<file path="src/rtl/tlx_sim_monitor_pkg.sv">
// Shared types for the TLX simulation monitor: supervisor state encoding,
// first-error codes and the lowest-set-bit encoder used for error capture.
package tlx_sim_mon_pkg;

   typedef enum logic [1:0] {
      IDLE  = 2'b00,
      RUN   = 2'b01,
      DRAIN = 2'b10,
      DONE  = 2'b11
   } monState_t;

   localparam logic [1:0] ERR_FLAG    = 2'b01;
   localparam logic [1:0] ERR_TIMEOUT = 2'b10;

   // Index of the lowest set bit; 0 when the vector is empty.
   function automatic logic [4:0] lowestSetIdx(input logic [31:0] vec);
      logic [4:0] idx;
      idx = 5'd0;
      for (int i = 31; i >= 0; i--) begin
         if (vec[i]) idx = 5'(i);
      end
      return idx;
   endfunction

endpackage

</file>
<file path="src/rtl/tlx_sim_monitor_if.sv">
// Channel inputs and supervisor outputs of the TLX simulation monitor.
// Optional macro TLX_SIM_MON_BREAKPOINT_EN adds the breakpoint signal.
interface tlx_sim_monitor_if #(
   parameter int NUM_CHAN = 4,
   parameter int CHAN_W   = 5,
   parameter int TIME_W   = 64
);
   logic                enable;
   logic [NUM_CHAN-1:0] chan_mask;
   logic [NUM_CHAN-1:0] chan_error;
   logic [NUM_CHAN-1:0] chan_heartbeat;
   logic [TIME_W-1:0]   sim_time;
   logic [1:0]          state;
   logic                err_valid;
   logic [CHAN_W-1:0]   err_chan;
   logic [1:0]          err_code;
   logic [TIME_W-1:0]   err_time;
   logic [NUM_CHAN-1:0] err_sticky;
   logic                finish_req;
`ifdef TLX_SIM_MON_BREAKPOINT_EN
   logic                breakpoint;
`endif

`ifdef TLX_SIM_MON_BREAKPOINT_EN
   modport master (
      output enable, chan_mask, chan_error, chan_heartbeat,
      input  sim_time, state, err_valid, err_chan, err_code, err_time,
             err_sticky, finish_req, breakpoint
   );
   modport slave (
      input  enable, chan_mask, chan_error, chan_heartbeat,
      output sim_time, state, err_valid, err_chan, err_code, err_time,
             err_sticky, finish_req, breakpoint
   );
`else
   modport master (
      output enable, chan_mask, chan_error, chan_heartbeat,
      input  sim_time, state, err_valid, err_chan, err_code, err_time,
             err_sticky, finish_req
   );
   modport slave (
      input  enable, chan_mask, chan_error, chan_heartbeat,
      output sim_time, state, err_valid, err_chan, err_code, err_time,
             err_sticky, finish_req
   );
`endif

endinterface

</file>
<file path="src/rtl/tlx_sim_monitor_wdog.sv">
// Single heartbeat watchdog: counts cycles without a heartbeat, pulses
// timeout once when the count reaches TIMEOUT-1, then saturates so it
// cannot refire until cleared. TIMEOUT=0 disables it entirely.
module tlx_sim_wdog
   import tlx_sim_mon_pkg::*;
#(
   parameter int WDOG_W  = 16,
   parameter int TIMEOUT = 1000
) (
   input  logic ha_pclock,
   input  logic ha_reset,
   input  logic clr,
   input  logic en,
   output logic timeout
);

   localparam logic [WDOG_W-1:0] TO_LAST = WDOG_W'((TIMEOUT == 0) ? 0 : TIMEOUT - 1);
   localparam logic [WDOG_W-1:0] TO_SAT  = WDOG_W'(TIMEOUT);

   logic [WDOG_W-1:0] count;

   // Timeout only on the exact terminal cycle; a heartbeat that cycle saves it.
   assign timeout = (TIMEOUT != 0) && en && !clr && (count == TO_LAST);

   // Count heartbeat-free cycles, holding once past the terminal value.
   always_ff @(posedge ha_pclock or posedge ha_reset) begin
      if (ha_reset) begin
         count <= '0;
      end else if (clr || (TIMEOUT == 0)) begin
         count <= '0;
      end else if (en && (count != TO_SAT)) begin
         count <= count + 1'b1;
      end
   end

endmodule

</file>
<file path="src/rtl/tlx_sim_monitor.sv">
// TLX/AFU bench supervisor: simulation time, per-channel error and
// heartbeat supervision, first-error capture and RUN->DRAIN->DONE
// end-of-test sequencing. Optional macro TLX_SIM_MON_BREAKPOINT_EN adds a
// breakpoint pulse on first error and on DONE entry.
//
// state | meaning
// IDLE  | monitoring off, errors and watchdogs ignored
// RUN   | channels supervised, first error captured
// DRAIN | fixed settling period after an error
// DONE  | finish_req high until reset
module tlx_sim_monitor
   import tlx_sim_mon_pkg::*;
#(
   parameter int NUM_CHAN     = 4,
   parameter int CHAN_W       = 5,
   parameter int TIME_W       = 64,
   parameter int WDOG_W       = 16,
   parameter int TIMEOUT      = 1000,
   parameter int DRAIN_CYCLES = 16
) (
   input logic          ha_pclock,
   input logic          ha_reset,
   tlx_sim_monitor_if.slave mon
);

   localparam int DRN_W      = (DRAIN_CYCLES > 1) ? $clog2(DRAIN_CYCLES) : 1;
   localparam int DRAIN_LAST = (DRAIN_CYCLES > 0) ? DRAIN_CYCLES - 1 : 0;

   monState_t           stateQ;
   logic [TIME_W-1:0]   simTime;
   logic [TIME_W-1:0]   errTime;
   logic                errValid;
   logic [CHAN_W-1:0]   errChan;
   logic [1:0]          errCode;
   logic [NUM_CHAN-1:0] errSticky;
   logic                finishReq;
   logic [DRN_W-1:0]    drainCnt;

   logic [NUM_CHAN-1:0] active;
   logic [NUM_CHAN-1:0] tmoVec;
   logic [NUM_CHAN-1:0] flagVec;
   logic [NUM_CHAN-1:0] hitVec;
   logic [31:0]         flagWide;
   logic [4:0]          firstIdx;
   logic                firstIsFlag;
   logic                anyHit;
   logic                captureNow;
   logic                drainLast;

   assign active = ~mon.chan_mask;

   // Watchdogs run only in RUN; leaving RUN, masking or a heartbeat clears them.
   for (genvar g = 0; g < NUM_CHAN; g++) begin : gWdog
      tlx_sim_wdog #(
         .WDOG_W  (WDOG_W),
         .TIMEOUT (TIMEOUT)
      ) uWdog (
         .ha_pclock (ha_pclock),
         .ha_reset  (ha_reset),
         .clr       (mon.chan_heartbeat[g] | ~active[g] | (stateQ != RUN)),
         .en        (active[g] & (stateQ == RUN)),
         .timeout   (tmoVec[g])
      );
   end

   // Active error sources this cycle and the first-error selection.
   always_comb begin
      flagVec     = mon.chan_error & active & {NUM_CHAN{stateQ != IDLE}};
      hitVec      = flagVec | tmoVec;
      anyHit      = |hitVec;
      flagWide    = 32'(flagVec);
      firstIdx    = lowestSetIdx(32'(hitVec));
      firstIsFlag = flagWide[firstIdx];
      captureNow  = !errValid && (stateQ == RUN) && anyHit;
      drainLast   = (DRAIN_CYCLES == 0) || (drainCnt == DRN_W'(DRAIN_LAST));
   end

   // Free-running simulation time, independent of state.
   always_ff @(posedge ha_pclock or posedge ha_reset) begin
      if (ha_reset) simTime <= '0;
      else          simTime <= simTime + 1'b1;
   end

   // Supervisor FSM with drain timer and finish request.
   always_ff @(posedge ha_pclock or posedge ha_reset) begin
      if (ha_reset) begin
         stateQ    <= IDLE;
         drainCnt  <= '0;
         finishReq <= 1'b0;
      end else begin
         case (stateQ)
            IDLE: begin
               drainCnt <= '0;
               if (mon.enable) stateQ <= RUN;
            end
            RUN: begin
               drainCnt <= '0;
               if (anyHit)           stateQ <= DRAIN;
               else if (!mon.enable) stateQ <= IDLE;
            end
            DRAIN: begin
               if (drainLast) begin
                  stateQ    <= DONE;
                  finishReq <= 1'b1;
               end else begin
                  drainCnt <= drainCnt + 1'b1;
               end
            end
            DONE: finishReq <= 1'b1;
            default: stateQ <= IDLE;
         endcase
      end
   end

   // First-error capture (frozen once valid) and sticky per-channel history.
   always_ff @(posedge ha_pclock or posedge ha_reset) begin
      if (ha_reset) begin
         errValid  <= 1'b0;
         errChan   <= '0;
         errCode   <= 2'b00;
         errTime   <= '0;
         errSticky <= '0;
      end else begin
         errSticky <= errSticky | hitVec;
         if (captureNow) begin
            errValid <= 1'b1;
            errChan  <= CHAN_W'(firstIdx);
            errCode  <= firstIsFlag ? ERR_FLAG : ERR_TIMEOUT;
            errTime  <= simTime;
         end
      end
   end

`ifdef TLX_SIM_MON_BREAKPOINT_EN
   logic breakpointQ;

   // One-cycle pulse on first error capture and on entry to DONE.
   always_ff @(posedge ha_pclock or posedge ha_reset) begin
      if (ha_reset) breakpointQ <= 1'b0;
      else          breakpointQ <= captureNow | ((stateQ == DRAIN) && drainLast);
   end

   assign mon.breakpoint = breakpointQ;
`endif

   assign mon.sim_time   = simTime;
   assign mon.state      = stateQ;
   assign mon.err_valid  = errValid;
   assign mon.err_chan   = errChan;
   assign mon.err_code   = errCode;
   assign mon.err_time   = errTime;
   assign mon.err_sticky = errSticky;
   assign mon.finish_req = finishReq;

endmodule

</file>
<file path="src/flat_wrapper.sv">
// flat-port wrapper written by rule: the top's interface ports become plain ports
module tlx_sim_monitor_flat import tlx_sim_mon_pkg::*;
#(
   parameter int NUM_CHAN     = 4,
   parameter int CHAN_W       = 5,
   parameter int TIME_W       = 64,
   parameter int WDOG_W       = 16,
   parameter int TIMEOUT      = 1000,
   parameter int DRAIN_CYCLES = 16
)
  (ha_pclock, ha_reset, mon_enable, mon_chan_mask, mon_chan_error, mon_chan_heartbeat, mon_sim_time, mon_state, mon_err_valid, mon_err_chan, mon_err_code, mon_err_time, mon_err_sticky, mon_finish_req);
  tlx_sim_monitor_if #(.NUM_CHAN(NUM_CHAN), .CHAN_W(CHAN_W), .TIME_W(TIME_W)) mon_i ();
  input logic ha_pclock;
  input logic ha_reset;
  input wire logic [$bits(mon_i.enable)-1:0] mon_enable;
  input wire logic [$bits(mon_i.chan_mask)-1:0] mon_chan_mask;
  input wire logic [$bits(mon_i.chan_error)-1:0] mon_chan_error;
  input wire logic [$bits(mon_i.chan_heartbeat)-1:0] mon_chan_heartbeat;
  output wire logic [$bits(mon_i.sim_time)-1:0] mon_sim_time;
  output wire logic [$bits(mon_i.state)-1:0] mon_state;
  output wire logic [$bits(mon_i.err_valid)-1:0] mon_err_valid;
  output wire logic [$bits(mon_i.err_chan)-1:0] mon_err_chan;
  output wire logic [$bits(mon_i.err_code)-1:0] mon_err_code;
  output wire logic [$bits(mon_i.err_time)-1:0] mon_err_time;
  output wire logic [$bits(mon_i.err_sticky)-1:0] mon_err_sticky;
  output wire logic [$bits(mon_i.finish_req)-1:0] mon_finish_req;
  assign mon_i.enable = mon_enable;
  assign mon_i.chan_mask = mon_chan_mask;
  assign mon_i.chan_error = mon_chan_error;
  assign mon_i.chan_heartbeat = mon_chan_heartbeat;
  assign mon_sim_time = mon_i.sim_time;
  assign mon_state = mon_i.state;
  assign mon_err_valid = mon_i.err_valid;
  assign mon_err_chan = mon_i.err_chan;
  assign mon_err_code = mon_i.err_code;
  assign mon_err_time = mon_i.err_time;
  assign mon_err_sticky = mon_i.err_sticky;
  assign mon_finish_req = mon_i.finish_req;
  tlx_sim_monitor #(.NUM_CHAN(NUM_CHAN), .CHAN_W(CHAN_W), .TIME_W(TIME_W), .WDOG_W(WDOG_W), .TIMEOUT(TIMEOUT), .DRAIN_CYCLES(DRAIN_CYCLES)) u_core (.ha_pclock(ha_pclock), .ha_reset(ha_reset), .mon(mon_i));
endmodule
</file>
<file path="config.mk">
export PLATFORM = sky130hd
export DESIGN_NAME = tlx_sim_monitor_flat
export DESIGN_NICKNAME = d
export VERILOG_FILES = /design/src/rtl/tlx_sim_monitor_pkg.sv /design/src/rtl/tlx_sim_monitor_if.sv /design/src/rtl/tlx_sim_monitor_wdog.sv /design/src/rtl/tlx_sim_monitor.sv /design/src/flat_wrapper.sv
export SDC_FILE = /design/constraint.sdc
export NUM_CORES = 1
export LEC_CHECK = 0
export CAP_MARGIN = 20
export CORE_ASPECT_RATIO = 0.75
export CORE_MARGIN = 5
export CORE_UTILIZATION = 55
export DETAILED_ROUTE_END_ITERATION = 16
export DONT_BUFFER_PORTS = 1
export PLACE_DENSITY = 0.76
export REMOVE_ABC_BUFFERS = 1
export SLEW_MARGIN = 30
export SYNTH_ARGS = -nofsm -noshare
export SYNTH_HDL_FRONTEND = slang
export SYNTH_SLANG_ARGS = --single-unit
</file>
<file path="constraint.sdc">
create_clock -name ha_pclock -period 10.22 [get_ports ha_pclock]
set_input_delay 2.044 -clock ha_pclock [delete_from_list [all_inputs] [get_ports ha_pclock]]
set_output_delay 2.044 -clock ha_pclock [all_outputs]
set_load 0.01 [all_outputs]
</file>
======== Yosys cells after proc, flatten, opt, wreduce, memory -nomap -nowiden ========
Cells that the tools add are included.
word-level totals
  bits in registers ....................... 211
  bits in latches ......................... 0
  RAM bits ................................ 0
  ROM bits ................................ 0
  input port bits ......................... 15
  output and inout port bits .............. 143
  word-level logic and storage cells ...... 115
  memories kept ........................... 0
operators by class
  add/subtract/negate cells ............... 6
  multiply operators ...................... 0
  div/mod/pow operators ................... 0
  $lt $le $gt $ge ......................... 1
  equal/unequal tests ..................... 17
  shifts and indexed selects .............. 0
  mux-type cells .......................... 24
  bitwise logic cells ..................... 21
  reductions and logical operators ........ 33
operators by type and width
  operator               number
  $mux 16                8
  $add 16x1->16 const B  4
  $add 64x1->64 const B  1
  $eq 16x10->1 const B   4
  $ne 16x10->1 const B   4
  $mux 5                 3
  $logic_and 1x1->1      14
  $reduce_bool 2->1      7
  $mux 2                 6
  $and 4x4->4            2
  $or 1x1->1             8
  $or 4x4->4             2
  $pmux 4 s2             1
  $lt 5x6->1 const B     1
  $pmux 2 s3             1
  $bmux 1 s5             1
  $logic_not 1->1        5
  $add 4x1->4 const B    1
  $and 1x1->1            4
  $eq 2x2->1 const B     2
  $eq 4x4->1 const B     1
  $mux 4                 1
  $ne 2x1->1 const B     2
  $ne 2x2->1 const B     2
  other kinds (12)       17

======== Longest topological paths before layout ========
  depth after elaboration ................. 15
  gate-level depth with buffers ........... 12

======== Cells and area by module ========
Synthesis repeated with hierarchy kept, for this count alone.
unflattened totals
  cell total of the unflattened synthesis .. 886
  area, all modules ....................... 9955.8 um2
by module, submodules not included
  module           instances  cells an instance  area an instance (um2)  seq. area each (um2)
  tlx_sim_monitor  1          510                6267.3                  3603.5
  tlx_sim_wdog     4          94                 922.1                   400.4

======== Worst setup path before layout ========
OpenSTA, ideal clock, no wires.
  kind .................................... input port to flip-flop
  start ................................... input port mon_chan_heartbeat[0]
  end ..................................... register u_core.errTime[0], in the netlist u_core.mon.err_time[0]
  data arrival time ....................... 4011 ps
  data required time ...................... 10092 ps
  setup slack ............................. 6082 ps
  cell stages on the path ................. 9
  path buffers ............................ 3
  cells stage by stage .................... or3b_1 > clkbuf_1 > or3_1 > o21a_4 > nand4b_4 > and2_4 > buf_12 > buf_8 > mux2_1
between the ends
  word-level cells in the longest chain between the ends .. 8
RTL lines
  what                             line                        source
  start, declared                  flat_wrapper.sv:18          input wire logic [$bits(mon_i.chan_heartbeat)-1:0] mon_chan_heartbeat;
  $or 1x1->1 (2 in series)         tlx_sim_monitor.sv:60       .clr (mon.chan_heartbeat[g] | ~active[g] | (stateQ != RUN)),
  $logic_not 1->1                  tlx_sim_monitor_wdog.sv:23  assign timeout = (TIMEOUT != 0) && en && !clr && (count == TO_LAST);
  $logic_and 1x1->1 (2 in series)  tlx_sim_monitor_wdog.sv:23
  $or 4x4->4                       tlx_sim_monitor.sv:69       hitVec = flagVec | tmoVec;
  $reduce_or 4->1                  tlx_sim_monitor.sv:70       anyHit = |hitVec;
  $logic_and 1x1->1                tlx_sim_monitor.sv:74       captureNow = !errValid && (stateQ == RUN) && anyHit;
  end signal, assigned             tlx_sim_monitor.sv:129      errTime <= simTime;
  end, declared                    tlx_sim_monitor.sv:31       logic [TIME_W-1:0] errTime;
No other way between the ends.
A chain may end at the register's enable or synchronous reset.

======== Worst setup path in the final report ========
  start ................................... input port mon_chan_heartbeat[2]
  end ..................................... register u_core.errTime[55], in the netlist u_core.mon.err_time[55]
Same word-level chain as after synthesis.

==> impl_results.md <==
- Clock Latency Late Sink: 490 ps
- N_diodes: 0
- Fraction of met3 tracks used by global routing: 0.0453
- Leakage power summed over all cells: 4.57 nW
- Routability cong.: 0.784
- Maximum number of pins on one net before global-route repair: 131
- Global-route wire length before repair: 30600 µm
- Max VDD drop: 0.000134 V
- Die outline width: 162 µm
- Actual transition at the worst max-transition pin: 727 ps
- Leading post-synthesis cells by cell area: sky130_fd_sc_hd__dfrtp_1 55%, sky130_fd_sc_hd__xnor2_1 5.5%, sky130_fd_sc_hd__xor2_1 5.1%
- Time the worst path needs with I/O delays and setup: 4410 ps
- Synth cell count leaders: 208 x sky130_fd_sc_hd__dfrtp_1, 88 x sky130_fd_sc_hd__nor2_1, 60 x sky130_fd_sc_hd__xnor2_1
- Global Route Usage Sum: 0.185
- Path category of the worst min-delay check: reg -> reg
- Total power per unit cell area: 168 nW/µm²
- Setup bufs post-CTS: 0
- Layout Area Growth over Synthesis: 8.07%
- Detailed-route via count: 6041
- Average routed wire per standard cell: 18.0 µm
- Post-DP Area: 9610 µm²
- Post-cts resize count: 0
- Area enclosed by the die boundary: 20100 µm²
- Classification of the worst setup path: in -> reg
- Total Wirelength: 18900 µm
- Number of buffers created by CTS: 21
- Y dimension of the die: 124 µm
- M1 GR Usage: 0.276
- Worst Skew: 13.2 ps
- Distinct cells, synth: 51
- Kind of start point of the critical path: input pin
- Global routing met2 resource utilization: 0.277
- Initial DRT Pass Iterations: 5
- Number of antenna violations at the first check in global routing: 0
- Post-synth design cell area: 9520 µm²
- H-tree depth: 1
- Library cell with the highest instance count after synthesis: sky130_fd_sc_hd__dfrtp_1
- Via count normalized by instance count: 5.74
- Share of cells above drive strength 1: 0.124
- Most frequently used flop master after synthesis: sky130_fd_sc_hd__dfrtp_1
- Maximum clock path buffer count: 3
- Setup TNS: 0 ps
- Final setup violating endpoints: 0
- Post-placement worst setup slack: 5210 ps
- Residual DRC count: 0
- Starting utilization of the core area: 0.562
- Largest fanout on the critical path: 34
- Worst path setup slack after routing: 5810 ps
- Clock-pin slew of the registers on the worst-case setup and hold paths: 60 ps
- HPWL after detailed placement: 13000 µm
- Area of the core: 16900 µm²
- Port Buffers: 0
- Required time at the worst-slack endpoint: 10590 ps
- Number of endpoints with negative hold slack in the final report: 0
- Number of global-route vias before repair: 5864
- Inst Count DP: 1014
- TritonCTS clock tree: yes
- Worst Setup End Kind: flip-flop
- Run status: finished clean
- Maximum Capacitance Violations: 0
- CP Data Arrival Time: 4780 ps
- Highest-utilization routing layer at the global route stage: met2
- Post-Layout Inst Area: 10300 µm²
- Max-slew headroom: 0.511
- Worst-case hold slack: 539 ps
- Final non-filler cell total: 1052
- Residual antenna-violating net count after detailed routing: 0
- Final cycle utilization of the critical path: 0.432
- Cells after Synth: 821
- Unrepaired setup endpoints after global routing: no
- Top-area cell type share of the netlist area: 0.547
- Synthesis-stage register bit count: 208
- Fill cell total of the finished layout: 1358
- Register area share after synthesis: 0.547
- Yosys top cell by area: sky130_fd_sc_hd__dfrtp_1
- Count of hold buffers inserted by post-cts repair: 0
- Pins Over Slew Limit: 0
- Post-synthesis async set-or-reset flop share: 1.00
- Number of clock sinks: 208
- Highest Clock Rate: 0.227 GHz
- Rows: 41
- Number of ports placed on the die boundary: 158
- Total number of nets in the final design: 853
- Overflow left after global routing: 0
- Clock tree root buffer cell: sky130_fd_sc_hd__clkbuf_16
- Starting DRT DRC Count: 489
- Count of synthesis-stage warnings from yosys: 0
- Avg Synthesized Cell Area: 11.6 µm²
- Count of flip-flops with a built-in enable after synthesis: 0
## state kept, by name (all words and copies together), names as in the netlist
register                  cells
u_core.mon.err_time          64
u_core.mon.finish_req         1
u_core.mon.err_chan           2
u_core.mon.state              2
u_core.mon.err_valid          1
u_core.mon.err_code           2
u_core.mon.err_sticky         4
u_core.gWdog.uWdog.count     64
u_core.drainCnt               4
u_core.mon.sim_time          64
## cell type report
cell class / instances / area, µm² / share of cell area
Sequential cell: 208 / 5200 / 0.506
Multi-Input combinational cell: 568 / 4040 / 0.393
Tap cell: 215 / 269 / 0.0262
Clock buffer: 26 / 574 / 0.0558
Clock inverter: 11 / 68.8 / 0.00669
Timing Repair Buffer: 2 / 31.3 / 0.00304
Inverter: 22 / 95.1 / 0.00925
## path summary, 6_finish.rpt
kind | startpoint | to | slack (ps) | depth (start not counted)
max | mon_chan_heartbeat[2] | u_core.mon.err_time[55] | 5810 | 7
min | u_core.drainCnt[0] | u_core.drainCnt[0] | 540 | 1
max reg2reg | u_core.mon.state[1] | u_core.mon.err_time[55] | 6340 | 9
min reg2reg | u_core.drainCnt[0] | u_core.drainCnt[0] | 540 | 1
max in group asynchronous | ha_reset | u_core.mon.err_chan[1] | 7530 | 2
min in group asynchronous | ha_reset | u_core.mon.err_time[59] | 1460 | 1
## critical path: stages
cell and delay, ps:
sky130_fd_sc_hd__or3b_1 620, sky130_fd_sc_hd__or3_1 450, sky130_fd_sc_hd__o21a_1 270, sky130_fd_sc_hd__nand4b_4 140
sky130_fd_sc_hd__and2_4 540, sky130_fd_sc_hd__buf_12 300, sky130_fd_sc_hd__mux2_2 360
## logic make-up (layout without fill, tap and decap cells)
group           Yosys count  after routing  synth area share
simple gates            330            330             0.181
flops                   208            208             0.547
xor+xnor                115            115             0.106
mux                      69             69            0.0930
buf+inv                  47             61            0.0292
compound gates           36             36            0.0242
fa+ha+maj                15             15            0.0197
other cells               1              3          0.000394
## power by group
part | switching, W | total, W | internal [W]
sequential | 0.0000349 | 0.000883 | 0.000848
combinational | 0.0000831 | 0.000129 | 0.0000462
clock | 0.000316 | 0.000717 | 0.000401
total | 0.000434 | 0.00173 | 0.00130
## routing by layer
layer | share of wire | up-vias
met1 | 0.47 | 3022
met2 | 0.45 | 167
met4 | 0.020 | 0
met3 | 0.067 | 29
met5 | 0 | -
li1 | - | 2823
## per-stage QoR
stage | util | total power [W]
floorplan | - | 0.000993
global placement | 0.568 | 0.00103
detailed placement | 0.568 | 0.00103
CTS | 0.606 | 0.00175
global route | 0.608 | 0.00181
finish | 0.608 | 0.00173
## cells in the final DEF, fill, tap and decap left out, types with 6 or more instances in the layout
master / netlist / final
sky130_fd_sc_hd__or3_1: 11 / 11
sky130_fd_sc_hd__mux2_2: 27 / 27
sky130_fd_sc_hd__nand3_1: 56 / 56
sky130_fd_sc_hd__xor2_1: 55 / 55
sky130_fd_sc_hd__o21ai_0: 9 / 9
sky130_fd_sc_hd__nor2_1: 88 / 88
sky130_fd_sc_hd__nand2b_1: 7 / 7
sky130_fd_sc_hd__a21oi_1: 13 / 13
sky130_fd_sc_hd__ha_1: 15 / 15
sky130_fd_sc_hd__mux2_1: 8 / 8
sky130_fd_sc_hd__dfrtp_1: 208 / 208
sky130_fd_sc_hd__and4_1: 10 / 10
sky130_fd_sc_hd__and3_1: 24 / 24
sky130_fd_sc_hd__nor4_1: 6 / 6
sky130_fd_sc_hd__inv_1: 22 / 21
sky130_fd_sc_hd__nor3_1: 20 / 20
sky130_fd_sc_hd__nand2_1: 49 / 49
sky130_fd_sc_hd__xnor2_1: 60 / 60
sky130_fd_sc_hd__clkinv_2: 0 / 6
sky130_fd_sc_hd__nand4_1: 28 / 28
sky130_fd_sc_hd__clkbuf_16: 0 / 21
sky130_fd_sc_hd__mux2_4: 30 / 30
No activity file was read; power rests on OpenSTA's default activity.
